## src/rtl/memory_access.sv

```systemverilog
// Pipeline memory stage: issues loads/stores over a valid/data_ok bus,
// lane-aligns and extends load data, and stalls upstream while a bus access is outstanding.
module memory_access (
  input  logic        clk,
  input  logic        rst_n,
  input  logic        in_valid,
  input  logic [63:0] in_pc,
  input  logic [31:0] in_raw_instr,
  input  logic [4:0]  in_dst,
  input  logic [63:0] in_aluout,
  input  logic [63:0] in_wdata,
  input  logic        in_memread,
  input  logic        in_memwrite,
  input  logic [1:0]  in_msize,
  input  logic        in_unsigned,
  output logic        dreq_valid,
  output logic [63:0] dreq_addr,
  output logic [2:0]  dreq_size,
  output logic [7:0]  dreq_strobe,
  output logic [63:0] dreq_data,
  input  logic        dresp_data_ok,
  input  logic [63:0] dresp_data,
  output logic        out_valid,
  output logic [63:0] out_pc,
  output logic [31:0] out_raw_instr,
  output logic [4:0]  out_dst,
  output logic [63:0] out_aluout,
  output logic [63:0] out_readdata,
  output logic        out_memread,
  output logic        out_misalign,
  output logic        stall_o
);

  typedef enum logic {IDLE, BUSY} state_t;
  state_t r_state, w_next;

  logic [63:0] r_pc, r_addr, r_wdata;
  logic [31:0] r_instr;
  logic [4:0]  r_dst;
  logic        r_memread, r_memwrite, r_unsigned;
  logic [1:0]  r_msize;

  logic        r_out_valid, r_out_memread, r_out_misalign;
  logic [63:0] r_out_pc, r_out_aluout, r_out_readdata;
  logic [31:0] r_out_instr;
  logic [4:0]  r_out_dst;

  logic        w_is_mem, w_in_misalign, w_accept, w_busy;
  logic [2:0]  w_align_mask, w_off;
  logic [7:0]  w_strobe_base;
  logic [63:0] w_raw, w_ldata;

  assign w_is_mem = in_memread | in_memwrite;
  assign w_busy   = (r_state == BUSY);

  always_comb begin
    w_align_mask = '0;
    case (in_msize)
      2'd0: w_align_mask = 3'b000;
      2'd1: w_align_mask = 3'b001;
      2'd2: w_align_mask = 3'b011;
      2'd3: w_align_mask = 3'b111;
      default: w_align_mask = '0;
    endcase
  end

  assign w_in_misalign = |(in_aluout[2:0] & w_align_mask);
  assign w_accept = (r_state == IDLE) & in_valid & w_is_mem & ~w_in_misalign;

  always_ff @(posedge clk or negedge rst_n) begin
    if (!rst_n) r_state <= IDLE;
    else        r_state <= w_next;
  end

  always_comb begin
    w_next = r_state;
    case (r_state)
      IDLE: if (w_accept) w_next = BUSY;
      BUSY: if (dresp_data_ok) w_next = IDLE;
      default: w_next = IDLE;
    endcase
  end

  always_ff @(posedge clk or negedge rst_n) begin
    if (!rst_n) begin
      r_pc       <= '0;
      r_addr     <= '0;
      r_wdata    <= '0;
      r_instr    <= '0;
      r_dst      <= '0;
      r_memread  <= 1'b0;
      r_memwrite <= 1'b0;
      r_unsigned <= 1'b0;
      r_msize    <= '0;
    end else if ((r_state == IDLE) && in_valid) begin
      r_pc       <= in_pc;
      r_addr     <= in_aluout;
      r_wdata    <= in_wdata;
      r_instr    <= in_raw_instr;
      r_dst      <= in_dst;
      r_memread  <= in_memread;
      r_memwrite <= in_memwrite;
      r_unsigned <= in_unsigned;
      r_msize    <= in_msize;
    end
  end

  assign w_off = r_addr[2:0];

  always_comb begin
    w_strobe_base = '0;
    case (r_msize)
      2'd0: w_strobe_base = 8'h01;
      2'd1: w_strobe_base = 8'h03;
      2'd2: w_strobe_base = 8'h0F;
      2'd3: w_strobe_base = 8'hFF;
      default: w_strobe_base = '0;
    endcase
  end

  assign dreq_valid  = w_busy;
  assign dreq_addr   = w_busy ? r_addr : '0;
  assign dreq_size   = w_busy ? {1'b0, r_msize} : '0;
  assign dreq_strobe = (w_busy & r_memwrite) ? (w_strobe_base << w_off) : '0;
  assign dreq_data   = w_busy ? (r_wdata << {w_off, 3'b000}) : '0;

  assign w_raw = dresp_data >> {w_off, 3'b000};

  always_comb begin
    w_ldata = '0;
    case (r_msize)
      2'd0: w_ldata = r_unsigned ? {56'd0, w_raw[7:0]}  : {{56{w_raw[7]}},  w_raw[7:0]};
      2'd1: w_ldata = r_unsigned ? {48'd0, w_raw[15:0]} : {{48{w_raw[15]}}, w_raw[15:0]};
      2'd2: w_ldata = r_unsigned ? {32'd0, w_raw[31:0]} : {{32{w_raw[31]}}, w_raw[31:0]};
      2'd3: w_ldata = w_raw;
      default: w_ldata = '0;
    endcase
  end

  // Result record: filled directly for 1-cycle ops, or from the latched request on completion.
  always_ff @(posedge clk or negedge rst_n) begin
    if (!rst_n) begin
      r_out_valid    <= 1'b0;
      r_out_memread  <= 1'b0;
      r_out_misalign <= 1'b0;
      r_out_pc       <= '0;
      r_out_aluout   <= '0;
      r_out_readdata <= '0;
      r_out_instr    <= '0;
      r_out_dst      <= '0;
    end else begin
      r_out_valid <= 1'b0;
      if ((r_state == IDLE) && in_valid && (!w_is_mem || w_in_misalign)) begin
        r_out_valid    <= 1'b1;
        r_out_memread  <= in_memread;
        r_out_misalign <= w_is_mem & w_in_misalign;
        r_out_pc       <= in_pc;
        r_out_aluout   <= in_aluout;
        r_out_readdata <= '0;
        r_out_instr    <= in_raw_instr;
        r_out_dst      <= in_dst;
      end else if (w_busy && dresp_data_ok) begin
        r_out_valid    <= 1'b1;
        r_out_memread  <= r_memread;
        r_out_misalign <= 1'b0;
        r_out_pc       <= r_pc;
        r_out_aluout   <= r_addr;
        r_out_readdata <= r_memread ? w_ldata : '0;
        r_out_instr    <= r_instr;
        r_out_dst      <= r_dst;
      end
    end
  end

  assign out_valid     = r_out_valid;
  assign out_pc        = r_out_pc;
  assign out_raw_instr = r_out_instr;
  assign out_dst       = r_out_dst;
  assign out_aluout    = r_out_aluout;
  assign out_readdata  = r_out_readdata;
  assign out_memread   = r_out_memread;
  assign out_misalign  = r_out_misalign;
  assign stall_o       = rst_n & (w_busy | w_accept);

endmodule

```

## config.mk

```make
export PLATFORM = sky130hd
export DESIGN_NAME = memory_access
export DESIGN_NICKNAME = d
export VERILOG_FILES = /design/src/rtl/memory_access.sv
export SDC_FILE = /design/constraint.sdc
export NUM_CORES = 1
export LEC_CHECK = 0
export CORE_AREA = 2 2 259 261
export DETAILED_ROUTE_END_ITERATION = 10
export DIE_AREA = 0 0 261 263
export DONT_BUFFER_PORTS = 1
export HOLD_SLACK_MARGIN = 0.06
export PLACE_DENSITY = 0.57
export SETUP_SLACK_MARGIN = 0.15
export SLEW_MARGIN = 25
export SYNTH_ARGS = -nofsm -noshare
export SYNTH_HDL_FRONTEND = slang
export SYNTH_SLANG_ARGS = --single-unit
```

## constraint.sdc

```tcl
create_clock -name clk -period 2.05 [get_ports clk]
set_clock_uncertainty 0.1 [all_clocks]
set_input_delay 0.41 -clock clk [delete_from_list [all_inputs] [get_ports clk]]
set_output_delay 0.41 -clock clk [all_outputs]
set_load 0.03 [all_outputs]
```

# After elaboration in Yosys (flattened, before gate mapping)
# Index checks and enable logic that the tools add are counted.
[op_classes] n_bitwise=11 n_mux=30 n_eq_ne=6 reduce_logical=9 shifts=3
[ops] op="two-way mux 64 bit" n=12
[ops] op="case mux 64 bit (4 select lines)" n=1
[ops] op="two-way mux 32 bit" n=2
[ops] op="left shift 64 x 6 -> 64 bit" n=1
[ops] op="right shift 64 x 6 -> 64 bit" n=1
[ops] op="case mux 8 bit (4 select lines)" n=1
[ops] op="case mux 3 bit (4 select lines)" n=1
[ops] op="two-way mux 5 bit" n=2
[ops] op="== test 2 bit (second input constant)" n=4
[ops] op="two-way mux 1 bit" n=8
[ops] op="two-way mux 8 bit" n=1
[ops] op="left shift 8 x 3 -> 8 bit" n=1
[ops] op="bitwise AND 1 bit" n=6
[ops] op="== test 2 x 1 -> 1 bit (second input constant)" n=2
[ops] op="logical NOT 2 bit" n=2
[ops] op="bitwise AND 3 bit" n=1
[ops] op="logical AND 1 bit" n=3
[ops] op="OR reduction 3 bit" n=1
[ops] op="two-way mux 2 bit" n=1
[ops] op="inverter 1 bit" n=2
[ops] op="bitwise OR 1 bit" n=2
[ops] op="case mux 1 bit (2 select lines)" n=1
[ops] op="nonzero test 2 bit" n=1
[ops] op="logical NOT 1 bit" n=1
[ops] op="logical OR 1 bit" n=1
[word_totals] out_inout_bits=373 ff_bits=467 wordCells=77

# Longest topological paths before layout
# Gate-level depths: netlist of run 1.
[logic_depth] depth_word=8 ltp_mapped=9

# Least setup slack after synthesis of run 1
# OpenSTA, ideal clock, no wires.
[synth_timing] kind="register to output" from="register r_addr[2]" to="output dreq_strobe[1]" t_arrival_ns=2.277 t_required_ns=1.540 slack_ns=-0.737 path_stages_with_launch=7 path_cell_list="dfrtp_1 -> clkbuf_1 -> inv_2 -> buf_2 -> clkbuf_1 -> nand3_1 -> nor3b_1"
[synth_between] elab_chain_cells=2
[synth_rtl] item="start, declared" line="37" source="logic [63:0] r_pc, r_addr, r_wdata;"
[synth_rtl] item="start signal, assigned" line="97" source="r_addr <= in_aluout;"
[synth_rtl] item="left shift 8 x 3 -> 8 bit" line="124" source="assign dreq_strobe = (w_busy & r_memwrite) ? (w_strobe_base << w_off) : '0;"
[synth_rtl] item="two-way mux 8 bit" line="124"
[synth_rtl] item="end, declared" line="19" source="output logic [7:0] dreq_strobe,"
# Every way passes these cells.

# Worst setup path after layout of run 1
[layout_timing] from="register r_addr[0]" to="output dreq_data[62]"
[layout_between] elab_chain_cells=2
[layout_rtl] item="left shift 64 x 6 -> 64 bit" line="125" source="assign dreq_data = w_busy ? (r_wdata << {w_off, 3'b000}) : '0;"
[layout_rtl] item="two-way mux 64 bit" line="125"
[layout_rtl] item="end, declared" line="20" source="output logic [63:0] dreq_data,"
# Every way passes these cells.

==> flow_metrics.py, run 1 <==
metrics = {
    "place": {
        "hpwl_um": 62100,
        "preCtsSetupSlack_ns": -0.234,
        "placed_cells_incl_taps": 3560,
        "gpl.final_weighted_congestion": 0.961,
        "placedInstanceArea_um2": 26800,
        "number_of_input_and_output_port_buffers_inserted": 0,
    },
    "cts": {
        "clock_insertion_delay_worst_skew_ns": 0.60,
        "cts_root_buf": "clkbuf_16",
        "cts_max_path_buffers": 3,
        "post_cts_hold_buffer_count": 250,
        "clkTransAtPathRegs_ns": 0.06,
        "tritoncts_clock_tree": "yes",
        "cts.htree.levels": 2,
        "cts_inserted_buffers": 53,
        "clock_sink_count": 467,
    },
    "synthesis": {
        "netlist-cell-type-count": 45,
        "synth_top_area_share": 0.510,
        "synth.largest_area_cell": "dfrtp_1",
        "synth_seq_cells": 467,
        "syn_area_per_cell_um2": 8.82,
        "synth_commonest_cells": "990 x nand2_1, 467 x dfrtp_1, 247 x o21ai_0, 242 x mux2i_1, 149 x clkbuf_1",
        "async_flop_share": 1.00,
        "synth_edf_count": 0,
        "synth.most_common_cell": "nand2_1",
        "synth-warning-count": 0,
        "syn-instance-count": 2598,
        "synth_top_flop_cell": "dfrtp_1",
        "synth.net_count": 2900,
        "post_synth_instance_area_um2": 22900,
        "synth_sequential_area_ratio": 0.510,
        "synth.top_cells.by_area": "dfrtp_1 51%, nand2_1 16%, mux2i_1 11%",
    },
    "cells_and_area": {
        "final_layout_size_suffix_gt1_frac": 0.247,
        "finalCoreUtilization": 0.512,
        "finalInstanceArea_um2": 33600,
        "synthToLayoutAreaGrowth_pct": 46.7,
        "fillerInstances": 5855,
        "finalNonFillerCells": 3989,
        "final_nets": 3376,
    },
    "drt": {
        "drt_iter0_markers": 1803,
        "wl_um": 94100,
        "detailroute.via_count": 21400,
        "drt-wirelength-per-cell_um": 23.6,
        "drt.antenna.violating_nets": 0,
        "viasPerCell": 5.36,
        "detailedRoute.firstPassIterationCount": 6,
        "detail_route.drc_violations": 0,
    },
    "timing": {
        "hold_slack_ns": -0.570,
        "layout_setup_ws_ns": -0.766,
        "finalMaxSlewViolations": 0,
        "fin_crit_sh": 1.37,
        "measured_slew_at_the_worst_slew_check_pin_ns": 1.11,
        "relSlewSlack": 0.259,
        "setup-violations-final": 541,
        "highest_clock_rate_mhz": 355,
        "grt_setup_unrepaired": "true",
        "timing.final.hold_violations": 467,
        "period_needed_ns": 2.82,
    },
    "critical_path": {
        "critPathMaxFanout": 13,
        "max_stage_delay_ns": 0.47,
        "regToRegSetupSlack_ns": -0.70,
        "cpMaxStageDelayCell": "dfrtp_4",
        "worstPathArrival_ns": 2.31,
        "cp_top_family": "multiplexers",
        "timing.setup.critical_path_class": "flip-flop to output pin",
        "setup.worst_path.end_class": "output pin",
        "worstPathCellList": "buf_12, mux2_2, nor2_2, a21oi_1, buf_4, mux2i_1, nor2b_2, buf_4",
        "reg2reg_from": "r_addr[0]",
        "path_common_cell": "buf_4",
        "rr_worst_depth": 11,
        "startpoint_class_of_the_critical_path": "flip-flop",
        "critical_path.n_buffers_inverters": 3,
        "r2r_end": "out_readdata[27]",
        "worstPathRequired_ns": 1.54,
    },
    "pwr": {
        "power_per_cell_area_nw_per_um2": 1030,
        "power_leakage_nw": 16.3,
        "vdd.ir_drop.worst_v": 0.000883,
    },
    "die": {
        "floorplan.die.width_um": 261,
        "design.core.area_um2": 65600,
        "io_pins": 675,
        "initial_utilization": 0.349,
        "die_area_um2": 68600,
        "die_h_um": 263,
        "row_count": 94,
    },
    "run_status": {
        "outcome": "finished with violations",
        "failed_checks": "hold timing, setup timing",
    },
    "global_route": {
        "grt_overflow_total": 0,
        "groute.usage.overall": 0.254,
        "grt_antenna_before_repair": 11,
        "wire_length_of_the_first_global_routing_pass_um": 135000,
        "vias_in_the_first_global_route": 21600,
        "grt_start_max_net_pins": 469,
    },
    "min_path": {
        "hold_path.class": "primary input to asynchronous set/reset pin",
    },
    "run": {
        "max_cap_violations": 0,
    },
}
[through the flow]
| step | power (W) | TNS (ns) |
|---|---|---|
| floorplan | 0.0192 | -3.67 |
| global placement | 0.0224 | -10.87 |
| detailed placement | 0.0226 | -13.93 |
| CTS | 0.0340 | -177.61 |
| global route | 0.0361 | -226.14 |
| finish | 0.0348 | -185.05 |
[state kept, by name (all words and copies together), names as in the netlist, 2 cells and up]
signal,cells
r_dst,5
out_readdata,64
r_msize,2
out_aluout,64
r_pc,64
out_dst,5
r_instr,32
out_pc,64
out_raw_instr,32
r_addr,64
r_wdata,64
[worst max path at each step]
stage	from	to	slack, ns	depth (start not counted)
finish	r_addr[0]	dreq_data[62]	-0.77	8
global route	r_addr[0]	dreq_data[55]	-0.84	8
CTS	r_addr[0]	dreq_data[62]	-0.81	8
detailed placement	r_addr[0]	out_readdata[36]	-0.23	8
global placement	r_addr[0]	dreq_data[35]	-0.24	7
floorplan	r_addr[0]	dreq_data[32]	-0.08	8
[kinds of logic after synthesis]
group / count (synthesis) / share of synthesized area
simple gates: 1248 / 0.223
buf+inv: 201 / 0.0361
other cells: 1 / 0.000164
compound gates: 399 / 0.0975
mux: 282 / 0.133
flops: 467 / 0.510
[power breakdown]
| part | leakage, nW | switching, W | internal (W) |
|---|---|---|---|
| clock | 0.902 | 0.00407 | 0.00598 |
| sequential | 5.82 | 0.00388 | 0.0109 |
| combinational | 9.61 | 0.00512 | 0.00476 |
[cells in the final DEF, fill, tap and decap left out, types with 13 or more instances in the layout]
cell type        n
clkbuf_16       68
o21ai_0        176
o21ai_1         70
dlygate4sd3_1  250
and2_4          79
nor2_1          51
buf_4          158
a21oi_2         14
and3_4          16
buf_6           94
o22ai_1         16
mux2i_2         17
mux2_2          20
a21oi_1         26
nor2b_2         18
mux4_2          15
nor3_2          19
nand2_1        982
clkbuf_8        13
mux2i_1        220
buf_12          73
o21ai_2         20
buf_16          19
dfrtp_1        463
[metal layers]
metal  track usage  vias to the layer above  wire, um
met3        0.0698                      249      7850
met2         0.434                      979     46700
met1         0.300                    10600     35100
met4         0.103                        4      4440
li1              -                     9593         -
met5             0                        -        26
[cell type report]
type / instances / area, um2 / share of cell area
Multi-Input combinational cell: 1930 / 11600 / 0.347
Clock inverter: 23 / 315 / 0.00938
Clock buffer: 73 / 1530 / 0.0456
Inverter: 5 / 30.0 / 0.000893
Timing Repair Buffer: 617 / 7280 / 0.217
Antenna cell: 10 / 25.0 / 0.000745
Sequential cell: 467 / 11700 / 0.348
Tap cell: 864 / 1080 / 0.0322
[repair_timing]
item,CTS,global route
buffers inserted,25,17
pin swaps,44,57
resized for setup,209,159
hold endpoints to repair,881,467
gates cloned,11,20
setup endpoints to repair,224,606
Power figures use the tool's default switching activity.
==> inputs of run 2 (changes only) <==
Settings changed: GPL_TIMING_DRIVEN from default to 0.
==> run 2 against run 1 <==
Compared with the run above:
- the flow finishes with violations (hold timing, slew limit, setup timing)
- non-clock buffer count shrank 38
- design area up 2.5%
- utilization increased by 1.3 points
- combinational power increased by 12%
- largest cell class is now multi-input gates
- die area stayed put
==> flow_metrics.py, run 2 (synthesis results as in run 1) <==
metrics = {
    "pwr": {
        "power_leakage_nw": 16.5,
        "power_per_cell_area_nw_per_um2": 1040,
        "design_power_total_w": 0.0359,
        "vdd.ir_drop.worst_v": 0.000812,
    },
    "drt": {
        "wl_um": 106000,
        "detailroute.via_count": 22000,
        "detailedRoute.firstPassIterationCount": 5,
        "drt.antenna.violating_nets": 0,
        "drt_iter0_markers": 1961,
        "detail_route.drc_violations": 0,
        "viasPerCell": 5.58,
        "drt-wirelength-per-cell_um": 26.8,
    },
    "critical_path": {
        "critical_path.n_buffers_inverters": 3,
        "startpoint_class_of_the_critical_path": "flip-flop",
        "cpMaxStageDelayCell": "clkbuf_2",
        "worstPathArrival_ns": 2.43,
        "worstPathCellList": "buf_6, buf_8, clkbuf_2, nor2_1, a21oi_2, mux2i_1, nor2b_2",
        "cp_top_family": "buffers and inverters",
        "rr_worst_depth": 12,
        "setup.worst_path.end_class": "output pin",
        "worstPathRequired_ns": 1.54,
        "cp.depth": 7,
        "timing.setup.critical_path_class": "flip-flop to output pin",
        "max_stage_delay_ns": 0.41,
        "critPathMaxFanout": 10,
    },
    "cells_and_area": {
        "fillerInstances": 5760,
        "synthToLayoutAreaGrowth_pct": 50.4,
        "mostFrequentLayoutCells": "895 x nand2_1, 465 x dfrtp_1, 251 x dlygate4sd3_1",
        "final_layout_size_suffix_gt1_frac": 0.292,
        "finalInstanceArea_um2": 34500,
        "most_common_cell_after_layout_fill_and_taps_aside": "nand2_1",
        "final_nets": 3340,
    },
    "timing": {
        "finalMaxSlewViolations": 215,
        "measured_slew_at_the_worst_slew_check_pin_ns": 2.11,
        "relSlewSlack": -0.410,
        "layout_setup_ws_ns": -0.889,
        "highest_clock_rate_mhz": 340,
        "grt_setup_unrepaired": "true",
        "final.setup.tns_ns": -155.49,
        "setup-violations-final": 455,
        "hold_slack_ns": -0.579,
        "fin_crit_sh": 1.43,
        "timing.final.hold_violations": 467,
        "period_needed_ns": 2.94,
    },
    "die": {
        "die_h_um": 263,
        "row_count": 94,
        "floorplan.die.width_um": 261,
        "io_pins": 675,
        "design.core.area_um2": 65600,
        "die_area_um2": 68600,
        "initial_utilization": 0.349,
    },
    "global_route": {
        "grt_overflow_total": 0,
        "vias_in_the_first_global_route": 22200,
        "groute.usage.overall": 0.292,
        "grt_start_max_net_pins": 469,
        "wire_length_of_the_first_global_routing_pass_um": 151000,
        "grt_antenna_before_repair": 8,
    },
    "cts": {
        "tritoncts_clock_tree": "yes",
        "cts_max_path_buffers": 3,
        "cts_inserted_buffers": 55,
        "cts.htree.levels": 2,
        "clock_sink_count": 467,
        "cts_root_buf": "clkbuf_16",
        "clock_insertion_delay_worst_skew_ns": 0.63,
        "clkTransAtPathRegs_ns": 0.07,
    },
    "place": {
        "placedInstanceArea_um2": 24700,
        "number_of_input_and_output_port_buffers_inserted": 0,
        "hpwl_um": 73700,
        "preCtsSetupSlack_ns": -1.57,
        "gpl.final_weighted_congestion": 0.951,
    },
    "run_status": {
        "outcome": "finished with violations",
        "failed_checks": "hold timing, slew limit, setup timing",
    },
    "min_path": {
        "hold_path.class": "primary input to asynchronous set/reset pin",
    },
    "run": {
        "max_cap_violations": 0,
    },
}
## run 2: cell types whose count changed in the layout (fill, tap and decap cells not counted), moves of 47 or more
cell	before	now
buf_4	158	52
o21ai_0	176	72
nand2_1	982	895
o21ai_1	70	119
buf_6	94	46
o21ai_2	20	68
nand2_4	0	47
## run 2: what timing repair did
action | CTS | global route
endpoints found under the setup margin | 606 | 598
setup buffers | 52 | 50
resized for setup | 494 | 801
cloned | 11 | 20
hold buffers | 250 | 1
endpoints found under the hold margin | 886 | 468
pin swaps | 34 | 155
## run 2: layout make-up
class,count,area (um2),share of cell area
multi-input cells,1930,13100,0.380
clock buffers,82,1590,0.0461
inverters,5,26.3,0.000762
plain buffers,195,2290,0.0664
repair buffers,384,4440,0.129
diodes,7,17.5,0.000508
flip-flops and latches,467,11700,0.339
well taps,864,1080,0.0314
clock inverters,18,231,0.00672
## run 2: layer usage
metal | vias up | wire, um | GRT usage
met2 | 1139 | 50800 | 0.480
met1 | 11000 | 40000 | 0.353
li1 | 9540 | - | -
met3 | 329 | 9330 | 0.0803
met5 | - | 16 | 0
met4 | 2 | 5690 | 0.136
## run 2: path summary, 6_finish.rpt
path / end / from / slack (ns)
hold / removal: out_readdata[49] / rst_n / -0.58
setup reg to reg: out_readdata[30] / r_addr[0] / -0.76
max in group asynchronous: dreq_valid / rst_n / 0.50
min in group clk: out_readdata[13] / dresp_data[61] / 0.07
setup / recovery: dreq_data[59] / r_addr[1] / -0.89
hold reg to reg: r_instr[4] / r_instr[4] / 0.37
## run 2: worst reg2reg max path: cells and delay by family (launching register included)
| kind | cells | cell delay, ns |
|---|---|---|
| buffers and inverters | 7 | 1.06 |
| DFF | 1 | 0.37 |
| muxes | 2 | 0.69 |
| AOI/OAI and AO/OA | 3 | 0.51 |
## run 2: metrics by stage
| stage | util | cells |
|---|---|---|
| 2_1_floorplan | - | 2598 |
| 3_3_place_gp | 0.377 | 3462 |
| 3_5_place_dp | 0.377 | 3462 |
| 4_1_cts | 0.480 | 3875 |
| 5_1_grt | 0.525 | 3950 |
| 6_report | 0.525 | 3952 |
## run 2: report_power, final
part / internal (W) / leakage, nW / total, W / switching, W
sequential: 0.0109 / 5.83 / 0.0149 / 0.00393
clock: 0.00575 / 0.886 / 0.00998 / 0.00423
combinational: 0.00498 / 9.83 / 0.0111 / 0.00609
total: 0.0217 / 16.5 / 0.0359 / 0.0142
==> inputs of run 3 (changes only) <==
Settings changed: CTS_BUF_LIST from default to sky130_fd_sc_hd__clkbuf_4.
==> run 3 against run 2 <==
Compared with the run above:
- the run ends with hold timing, setup timing left
- setup slack worse by 0.31 ns
- cell count rose by 12%
- count of clock-buffer cells in the layout is 121 higher
- power rose by 5.0%
- global-route usage is 2.2 points higher
- register-to-register slack improved by 0.14 ns
- critical endpoint is now dreq_data[56]
==> flow_metrics.py, run 3 (synthesis results as in run 1) <==
metrics = {
    "die": {
        "io_pins": 675,
        "row_count": 94,
        "die_h_um": 263,
        "die_area_um2": 68600,
        "floorplan.die.width_um": 261,
        "design.core.area_um2": 65600,
        "initial_utilization": 0.349,
    },
    "global_route": {
        "wire_length_of_the_first_global_routing_pass_um": 162000,
        "vias_in_the_first_global_route": 25100,
        "grt_start_max_net_pins": 469,
        "grt_antenna_before_repair": 17,
        "groute.usage.overall": 0.314,
        "grt_overflow_total": 0,
    },
    "critical_path": {
        "worstPathCellList": "buf_6, clkbuf_16, clkbuf_2, nor2_1, a21oi_2, mux2i_2, nor2b_4",
        "cpMaxStageDelayCell": "clkbuf_2",
        "startpoint_class_of_the_critical_path": "flip-flop",
        "setup.worst_path.end_class": "output pin",
        "worstPathArrival_ns": 2.74,
        "timing.setup.critical_path_class": "flip-flop to output pin",
        "critPathMaxFanout": 10,
        "worstPathRequired_ns": 1.54,
        "max_stage_delay_ns": 0.40,
    },
    "timing": {
        "timing.final.hold_violations": 467,
        "grt_setup_unrepaired": "true",
        "finalMaxSlewViolations": 0,
        "highest_clock_rate_mhz": 308,
        "hold_slack_ns": -0.903,
        "setup-violations-final": 495,
        "fin_crit_sh": 1.58,
        "period_needed_ns": 3.25,
        "measured_slew_at_the_worst_slew_check_pin_ns": 1.14,
        "relSlewSlack": 0.241,
        "layout_setup_ws_ns": -1.20,
    },
    "cts": {
        "cts.htree.levels": 4,
        "cts_max_path_buffers": 3,
        "clock_insertion_delay_worst_skew_ns": 0.96,
        "tritoncts_clock_tree": "yes",
        "clock_sink_count": 467,
        "cts_inserted_buffers": 134,
        "cts_root_buf": "clkbuf_4",
        "clkTransAtPathRegs_ns": 0.06,
    },
    "run": {
        "max_cap_violations": 0,
    },
    "cells_and_area": {
        "finalInstanceArea_um2": 39500,
        "fillerInstances": 4987,
        "layout.area.seq_um2": 12000,
        "synthToLayoutAreaGrowth_pct": 72.6,
        "final_layout_size_suffix_gt1_frac": 0.423,
        "mostFrequentLayoutCells": "790 x nand2_1, 524 x dlygate4sd3_1, 234 x dfrtp_1",
        "multi_input_gate_area_in_the_final_layout_um2": 13800,
        "most_common_cell_after_layout_fill_and_taps_aside": "nand2_1",
        "final_nets": 3763,
    },
    "place": {
        "gpl.final_weighted_congestion": 0.951,
        "number_of_input_and_output_port_buffers_inserted": 0,
        "hpwl_um": 73700,
        "preCtsSetupSlack_ns": -1.57,
        "placedInstanceArea_um2": 24700,
    },
    "pwr": {
        "power_leakage_nw": 18.6,
        "power_per_cell_area_nw_per_um2": 954,
        "design_power_total_w": 0.0377,
        "vdd.ir_drop.worst_v": 0.000674,
    },
    "drt": {
        "drt_iter0_markers": 2469,
        "viasPerCell": 5.65,
        "wl_um": 121000,
        "detail_route.drc_violations": 0,
        "detailroute.via_count": 25100,
        "drt-wirelength-per-cell_um": 27.3,
        "drt.antenna.violating_nets": 0,
        "detailedRoute.firstPassIterationCount": 6,
    },
    "run_status": {
        "failed_checks": "hold timing, setup timing",
        "outcome": "finished with violations",
    },
    "min_path": {
        "hold_path.class": "primary input to asynchronous set/reset pin",
    },
}
## run 3: cell types whose count changed in the layout (fill, tap and decap cells not counted), moves of 15 or more
cell,delta
nand2_2,+64
o21ai_2,+30
clkbuf_4,+200
nand2_4,+39
dlygate4sd3_1,+273
buf_8,+29
clkbuf_16,-25
o21ai_0,-44
buf_6,+15
clkbuf_1,-35
clkbuf_8,-25
dfrtp_1,-231
dfrtp_2,+231
nand2_1,-105
## run 3: worst paths after layout
kind,start,end,slack (ns),cells past startpoint
min in group clk,in_wdata[32],r_wdata[32],0.14,3
min,rst_n,out_readdata[48],-0.90,0
min reg2reg,r_instr[4],r_instr[4],0.37,2
max in group asynchronous,rst_n,out_raw_instr[17],1.79,0
max reg2reg,r_addr[0],out_readdata[30],-0.62,11
max,r_addr[1],dreq_data[56],-1.20,7
## run 3: layout make-up
class	count	share of cell area
multi-input cells	1930	0.348
flip-flops and latches	467	0.303
repair buffers	729	0.211
plain buffers	194	0.0641
clock buffers	203	0.0385
well taps	864	0.0273
clock inverters	28	0.00665
diodes	16	0.00101
inverters	5	0.000665
## run 3: what timing repair did
action | 4_1_cts | 5_1_grt
buffers inserted | 62 | 86
cloned | 12 | 45
gates resized for setup | 566 | 1387
hold buffers | 523 | 1
hold endpoints to repair | 933 | 494
endpoints found under the setup margin | 839 | 839
pin swaps | 48 | 197
## run 3: metal layers
| metal | vias up | wire length (um) | GRT usage |
|---|---|---|---|
| met1 | 12300 | 43000 | 0.363 |
| met5 | - | 59 | 0 |
| met3 | 566 | 12000 | 0.105 |
| met4 | 8 | 8830 | 0.195 |
| met2 | 1734 | 57200 | 0.499 |
| li1 | 10500 | - | - |
## run 3: metrics by stage
step,setup TNS [ns],hold slack (ns),std cells,util
3_5_place_dp,-437.71,0.0481,3462,0.377
3_3_place_gp,-442.99,0.0459,3462,0.377
2_1_floorplan,-3.67,0.0144,2598,-
5_1_grt,-242.91,-1.02,4435,0.602
6_report,-201.08,-0.903,4436,0.602
4_1_cts,-268.88,-1.01,4290,0.525
## run 3: power breakdown
group	total, W	leakage (nW)	internal [W]	switching, W
sequential	0.0153	5.53	0.0112	0.00413
combinational	0.0128	12.0	0.00594	0.00684
clock	0.00965	1.06	0.00505	0.00460
total	0.0377	18.6	0.0222	0.0156
## run 3: critical path: cells and delay by family (launching register included)
kind,cells,cell delay (ns)
buf+inv,3,0.70
flops,1,0.34
mux,1,0.14
compound gates,1,0.19
simple gates,2,0.45
